<file path="config.mk">
export PLATFORM = sky130hd
export DESIGN_NAME = input_debounce_bank
export DESIGN_NICKNAME = d
export VERILOG_FILES = /design/src/rtl/input_debounce_bank.sv
export SDC_FILE = /design/constraint.sdc
export NUM_CORES = 1
export LEC_CHECK = 0
export ABC_AREA = 1
export BUFFER_PORTS_ARGS = -buffer_cell sky130_fd_sc_hd__buf_2
export CORE_MARGIN = 3
export CORE_UTILIZATION = 55
export CTS_CLUSTER_DIAMETER = 80
export CTS_CLUSTER_SIZE = 10
export DETAILED_ROUTE_END_ITERATION = 12
export PLACE_DENSITY = 0.82
export SYNTH_ARGS = -nofsm -noshare
export SYNTH_HDL_FRONTEND = slang
export SYNTH_SLANG_ARGS = --single-unit
</file>
<file path="constraint.sdc">
create_clock -name clk -period 2.3 [get_ports clk]
set_input_delay 0.115 -clock clk [delete_from_list [all_inputs] [get_ports clk]]
set_output_delay 0.115 -clock clk [all_outputs]
set_load 0.01 [all_outputs]
</file>
<file path="src/rtl/input_debounce_bank.sv">
// rtl/input_debounce_bank.sv - synchronised, debounced input bank with sticky events and interrupt
module input_debounce_bank #(
  parameter int CHANNELS        = 4,
  parameter int SYNC_STAGES     = 2,
  parameter int DEBOUNCE_CYCLES = 16,
  parameter bit RESET_LEVEL     = 1'b0
) (
  input  logic                clk,
  input  logic                rst_n,
  input  logic [CHANNELS-1:0] din,
  output logic [CHANNELS-1:0] level,
  output logic [CHANNELS-1:0] rise_pulse,
  output logic [CHANNELS-1:0] fall_pulse,
  output logic [CHANNELS-1:0] evt_status,
  input  logic [CHANNELS-1:0] evt_clear,
  input  logic [CHANNELS-1:0] irq_en,
  output logic                irq
);

  localparam int CW = $clog2(DEBOUNCE_CYCLES + 1);
  localparam logic [CW-1:0] CNT_LAST = CW'(DEBOUNCE_CYCLES - 1);
  localparam logic [CHANNELS-1:0] LEVEL_INIT = {CHANNELS{RESET_LEVEL}};

  logic [CHANNELS-1:0] sync_q [SYNC_STAGES];
  logic [CHANNELS-1:0] sync_d [SYNC_STAGES];
  logic [CW-1:0]       cnt_q  [CHANNELS];
  logic [CW-1:0]       cnt_d  [CHANNELS];
  logic [CHANNELS-1:0] level_q, level_d;
  logic [CHANNELS-1:0] rise_q, rise_d;
  logic [CHANNELS-1:0] fall_q, fall_d;
  logic [CHANNELS-1:0] evt_status_q, evt_status_d;
  logic                irq_q, irq_d;
  logic [CHANNELS-1:0] s;

  assign s = sync_q[SYNC_STAGES-1];

  // Synchroniser chain: stage 0 samples the raw pins, later stages shift along.
  always_comb begin
    sync_d[0] = din;
    for (int k = 1; k < SYNC_STAGES; k++) begin
      sync_d[k] = sync_q[k-1];
    end
  end

  // Debounce: a mismatch must persist DEBOUNCE_CYCLES edges; any agreement restarts the count.
  always_comb begin
    level_d = level_q;
    rise_d  = '0;
    fall_d  = '0;
    for (int i = 0; i < CHANNELS; i++) begin
      cnt_d[i] = '0;
      if (s[i] != level_q[i]) begin
        if (cnt_q[i] == CNT_LAST) begin
          level_d[i] = s[i];
          rise_d[i]  = s[i];
          fall_d[i]  = ~s[i];
        end else begin
          cnt_d[i] = cnt_q[i] + CW'(1);
        end
      end
    end
  end

  // Sticky events (a new edge beats a same-cycle clear) and interrupt from the registered status.
  always_comb begin
    evt_status_d = (evt_status_q & ~evt_clear) | rise_d | fall_d;
    irq_d        = |(evt_status_q & irq_en);
  end

  // State registers; asynchronous reset discards any pending count.
  always_ff @(posedge clk or negedge rst_n) begin
    if (!rst_n) begin
      for (int k = 0; k < SYNC_STAGES; k++) begin
        sync_q[k] <= LEVEL_INIT;
      end
      for (int i = 0; i < CHANNELS; i++) begin
        cnt_q[i] <= '0;
      end
      level_q      <= LEVEL_INIT;
      rise_q       <= '0;
      fall_q       <= '0;
      evt_status_q <= '0;
      irq_q        <= 1'b0;
    end else begin
      for (int k = 0; k < SYNC_STAGES; k++) begin
        sync_q[k] <= sync_d[k];
      end
      for (int i = 0; i < CHANNELS; i++) begin
        cnt_q[i] <= cnt_d[i];
      end
      level_q      <= level_d;
      rise_q       <= rise_d;
      fall_q       <= fall_d;
      evt_status_q <= evt_status_d;
      irq_q        <= irq_d;
    end
  end

  assign level      = level_q;
  assign rise_pulse = rise_q;
  assign fall_pulse = fall_q;
  assign evt_status = evt_status_q;
  assign irq        = irq_q;

endmodule
</file>
; Yosys cells after proc, flatten, opt, wreduce, memory -nomap -nowiden
; Index checks and enable logic that the tools add are counted.
[classes]
reduce_logical = 5
n_addsub = 4
n_eq_ne = 8
mux = 24
bitwise_logic = 9
[ops]
columns = operator, count
row1 = $mux 5, 8
row2 = $add 5x1->5 const B, 4
row3 = $eq 5x4->1 const B, 4
row4 = $mux 1, 16
row5 = $and 4x4->4, 2
row6 = $or 4x4->4, 2
row7 = $reduce_and 2->1, 4
row8 = $ne 1x1->1, 4
row9 = $not 1->1, 4
row10 = $not 4->4, 1
row11 = $reduce_or 4->1, 1
[totals]
in_bits = 14
reg_bits = 45
out_inout_bits = 17
wordCells = 64

; Depth between registers and ports, before layout
[logic_depth]
word_depth = 5
depth_mapped = 6
depth_no_buf = 6

; Worst setup path after synthesis
; OpenSTA, ideal clock, no wires.
[synth_timing]
kind = reg-to-reg
startpoint = register cnt_q[0] (netlist name)
endpoint = register cnt_q[0] (netlist name)
path_buffers = 0
period_less_slack_ns = 1.037
t_arrival_ns = 0.917
stages_incl_launch_ff = 7
t_required_ns = 2.180
setup_ns = 0.120
path_slack_ns = 1.263
cell_sequence = dfrtp_1 -> ha_1 -> nand3_2 -> nor2_2 -> inv_1 -> nand2_2 -> nor2_1
[synth_lines]
columns = item, line_no
row1 = start: declaration, 26  ; logic [CW-1:0] cnt_q [CHANNELS];
row2 = start signal: indexed assignment, 89  ; cnt_q[i] <= cnt_d[i];

; Final worst setup path
[layout_timing]
startpoint = register evt_status_q[1], in the netlist evt_status[1]
endpoint = register irq_q, in the netlist irq
[layout_via]
elab_chain_cells = 2
[layout_rtl]
columns = item, line_no
row1 = start: declaration, 31  ; logic [CHANNELS-1:0] evt_status_q, evt_status_d;
row2 = start signal: assignment, 94  ; evt_status_q <= evt_status_d;
row3 = $and 4x4->4, 67  ; irq_d = |(evt_status_q & irq_en);
row4 = $reduce_or 4->1, 67
row5 = named net irq_d, 32  ; logic irq_q, irq_d;
row6 = end signal: assignment, 95  ; irq_q <= irq_d;
row7 = end: declaration, 32
; The timed path passes the listed nets, and every way through them passes these cells.
; A chain may end at the register's enable or synchronous reset.

==> impl_metrics.yaml <==
placed_design:
  port_buffers: 30
  post-place-cells: 246
  place_hpwl_microns: 2110
  placed_cell_area_sq_mm: 0.00194
  place_ws_ns: 1.15
  finalWeightedCongestion: 0.740
synthesis:
  synth.most_common_cell: "dfrtp_1"
  synth.top_cells.by_count: "dfrtp_1, nand2_1, inv_1, nor2_1, nand3_1"
  async_reset_ff_share_pct: 100
  ys_warn_count: 0
  syn_area_sq_mm: 0.00174
  ys_ff_latch: 45
  synth.distinct_cells: 14
  yosysTopAreaCell: "dfrtp_1"
  synth_edf_count: 0
  synth_top_area_share_pct: 64.7
  synth_nets: 192
  yosysSeqAreaShare_pct: 64.7
  avgSynthCellArea_sq_um: 10.0
  ys.flop_type: "dfrtp_1"
  synth_area_leaders: "dfrtp_1, nand2_1, inv_1, nor2_1, ha_1"
  synth_cells: 174
detailed_routing:
  drc: 0
  ant_nets: 0
  drt-vias-per-instance: 4.72
  dr.pass1.iters: 4
  vias: 1247
  wire_per_inst_microns: 11.0
  postRouteWirelength_microns: 2900
  first_iter_violations: 26
floorplan:
  row_count: 19
  fp.dieH_microns: 62.3
  initial_core_util_pct: 60.5
  core_area_sq_mm: 0.00288
  die_area_sq_mm: 0.00388
  io_pins: 31
  die_w_microns: 62.3
worst_setup_path:
  crit_path_top_delay_cell: "dlygate4sd3_1"
  required_ns: 2.54
  crit_cells: 3
  cp_max_fo: 3
  crit_path_start: "evt_status[1]$_DFF_PN0_"
  critPathTopFamily: "buffers and inverters"
  cp-start-kind: "flop"
  ff2ff_setup_slack_ns: 1.06
  path_cells: "nand2_1, nand4_1, dlygate4sd3_1"
  crit_path_end: "irq$_DFF_PN0_"
  path_buf_inv: 1
  r2r-end: "irq$_DFF_PN0_"
  ff2ff_path_depth: 3
  worst_setup_path_end_kind: "flop"
  cpPeakStageDelay_ns: 0.55
  r2r-start: "evt_status[1]$_DFF_PN0_"
  arrival_ns: 1.48
  worstSetupPathType: "flop to flop"
sta:
  period_needed_ns: 1.24
  setup_tns_ns: 0
  period_share_pct: 54.0
  clock_skew_ns: 0.00882
  finalHoldViolations: 0
  fmax_mhz: 805
  maxSlewViolCount: 0
  grt_setup_unrepaired: "false"
  setup_viol: 0
  slew_headroom_pct: 37.2
  worstMarginPinSlew_ns: 0.942
  layout_setup_ws_ns: 1.06
cts:
  clockBufferDepth: 2
  numClockSinks: 45
  cts_tree: "yes"
  cts.clk_slew.worst_paths_ns: 0.12
  postCtsSetupRepairBufs: 0
  cts_root_buf: "clkbuf_4"
  cts_inserted_buffers: 5
  clk_latency_ns: 0.35
  htree_levels: 2
global_route:
  antenna_found_initial: 0
  grt_pass1_vias: 1299
  grt_max_degree: 46
  grt-busiest-layer: "met2"
  grt.overflow.total: 0
  track_usage_pct: 17.7
  grt.met2_usage_pct: 31.5
  grtUsageMet1_pct: 19.7
  grt_pass1_wl_microns: 5370
  use_met3_pct: 5.77
run_status:
  status: "complete, no violations"
layout:
  finish.utilization_pct: 73.9
  drive_above_1_share_pct: 21.2
  syn2layout_area_growth_pct: 22.1
  design_area_sq_mm: 0.00213
  instances_no_fill: 264
  final_nets: 240
  antennaDiodeCount: 0
worst_hold_path:
  hold_class: "flop to flop"
power_and_ir_drop:
  cellLeakagePower_uw: 0.00116
  ir_drop_mv: 0.567
  powerDensity_mw_per_mm2: 643
run:
  max_cap_violations: 0
==> repair_timing <==
item	CTS	global route
resized for setup	0	0
endpoints found under the hold margin	54	0
hold buffers	11	0
setup endpoints to repair	0	0
==> where the power goes <==
group / leakage (uW) / switching (uW) / internal (uW)
combinational: 0.000522 / 43.4 / 39.0
sequential: 0.000600 / 21.4 / 815
clock: 0.0000410 / 226 / 221
total: 0.00116 / 291 / 1080
==> worst register-to-register path, cell delays in order (launching register included) <==
cell	delay, ns
dfrtp_1	0.41
nand2_1	0.10
nand4_1	0.08
dlygate4sd3_1	0.55
==> area by class of cell <==
cell class	count	area, sq um
Sequential cell	45	1130
Fill cell	197	751
Multi-Input combinational cell	99	502
Timing Repair Buffer	41	260
Inverter	30	113
Tap cell	42	52.6
Clock buffer	5	37.5
Clock inverter	2	35.0
==> through the flow <==
stage	total power, uW	hold WS (ns)
4_1_cts	1390	0.363
2_1_floorplan	885	-0.181
5_1_grt	1440	0.375
3_3_place_gp	917	0.223
3_5_place_dp	923	0.225
6_report	1370	0.359
==> worst min path at each step <==
stage	from	endpoint	slack, ns	depth (start not counted)
6_report	sync_d[1]$_DFF_PN0_	s[1]$_DFF_PN0_	0.36	0
5_1_grt	din[0]	sync_d[0]$_DFF_PN0_	0.37	2
4_1_cts	sync_d[1]$_DFF_PN0_	s[1]$_DFF_PN0_	0.36	0
3_5_place_dp	din[3]	sync_d[3]$_DFF_PN0_	0.22	1
3_3_place_gp	din[1]	sync_d[1]$_DFF_PN0_	0.22	1
2_1_floorplan	rst_n	cnt_q[0]$_DFF_PN0_	-0.18	0
==> cells in the final DEF, fill, tap and decap left out <==
cell / instances
ha_1: 4
xnor2_1: 4
and3_1: 2
inv_1: 30
bufinv_16: 1
nand4_1: 5
nor2_1: 20
nand2_1: 40
nand3_1: 8
nand3_2: 4
clkbuf_4: 5
o21ai_0: 4
nand2_2: 2
a21oi_1: 2
dfrtp_1: 45
buf_2: 30
nor2_2: 4
clkinv_2: 1
dlygate4sd3_1: 11
==> routing by layer <==
| metal | routed length, microns | vias to the layer above |
|---|---|---|
| li1 | - | 627 |
| met3 | 143 | 4 |
| met4 | 35 | 0 |
| met2 | 1480 | 31 |
| met5 | 0 | - |
| met1 | 1240 | 585 |
==> sequential cells by signal (all words and copies together) (netlist names) <==
register / flops
cnt_q: 20
evt_status: 4
fall_pulse: 4
irq: 1
level: 4
rise_pulse: 4
s: 4
sync_d: 4
==> kinds of logic after synthesis <==
group                    share of synthesized area, %
XOR/XNOR                                         2.01
AND/OR/NAND/NOR                                  22.2
buffers and inverters                            6.47
AO/OA/AOI/OAI                                    1.73
adder cells (fa/ha/maj)                          2.88
flip-flops                                       64.7
Power figures use the tool's default switching activity.
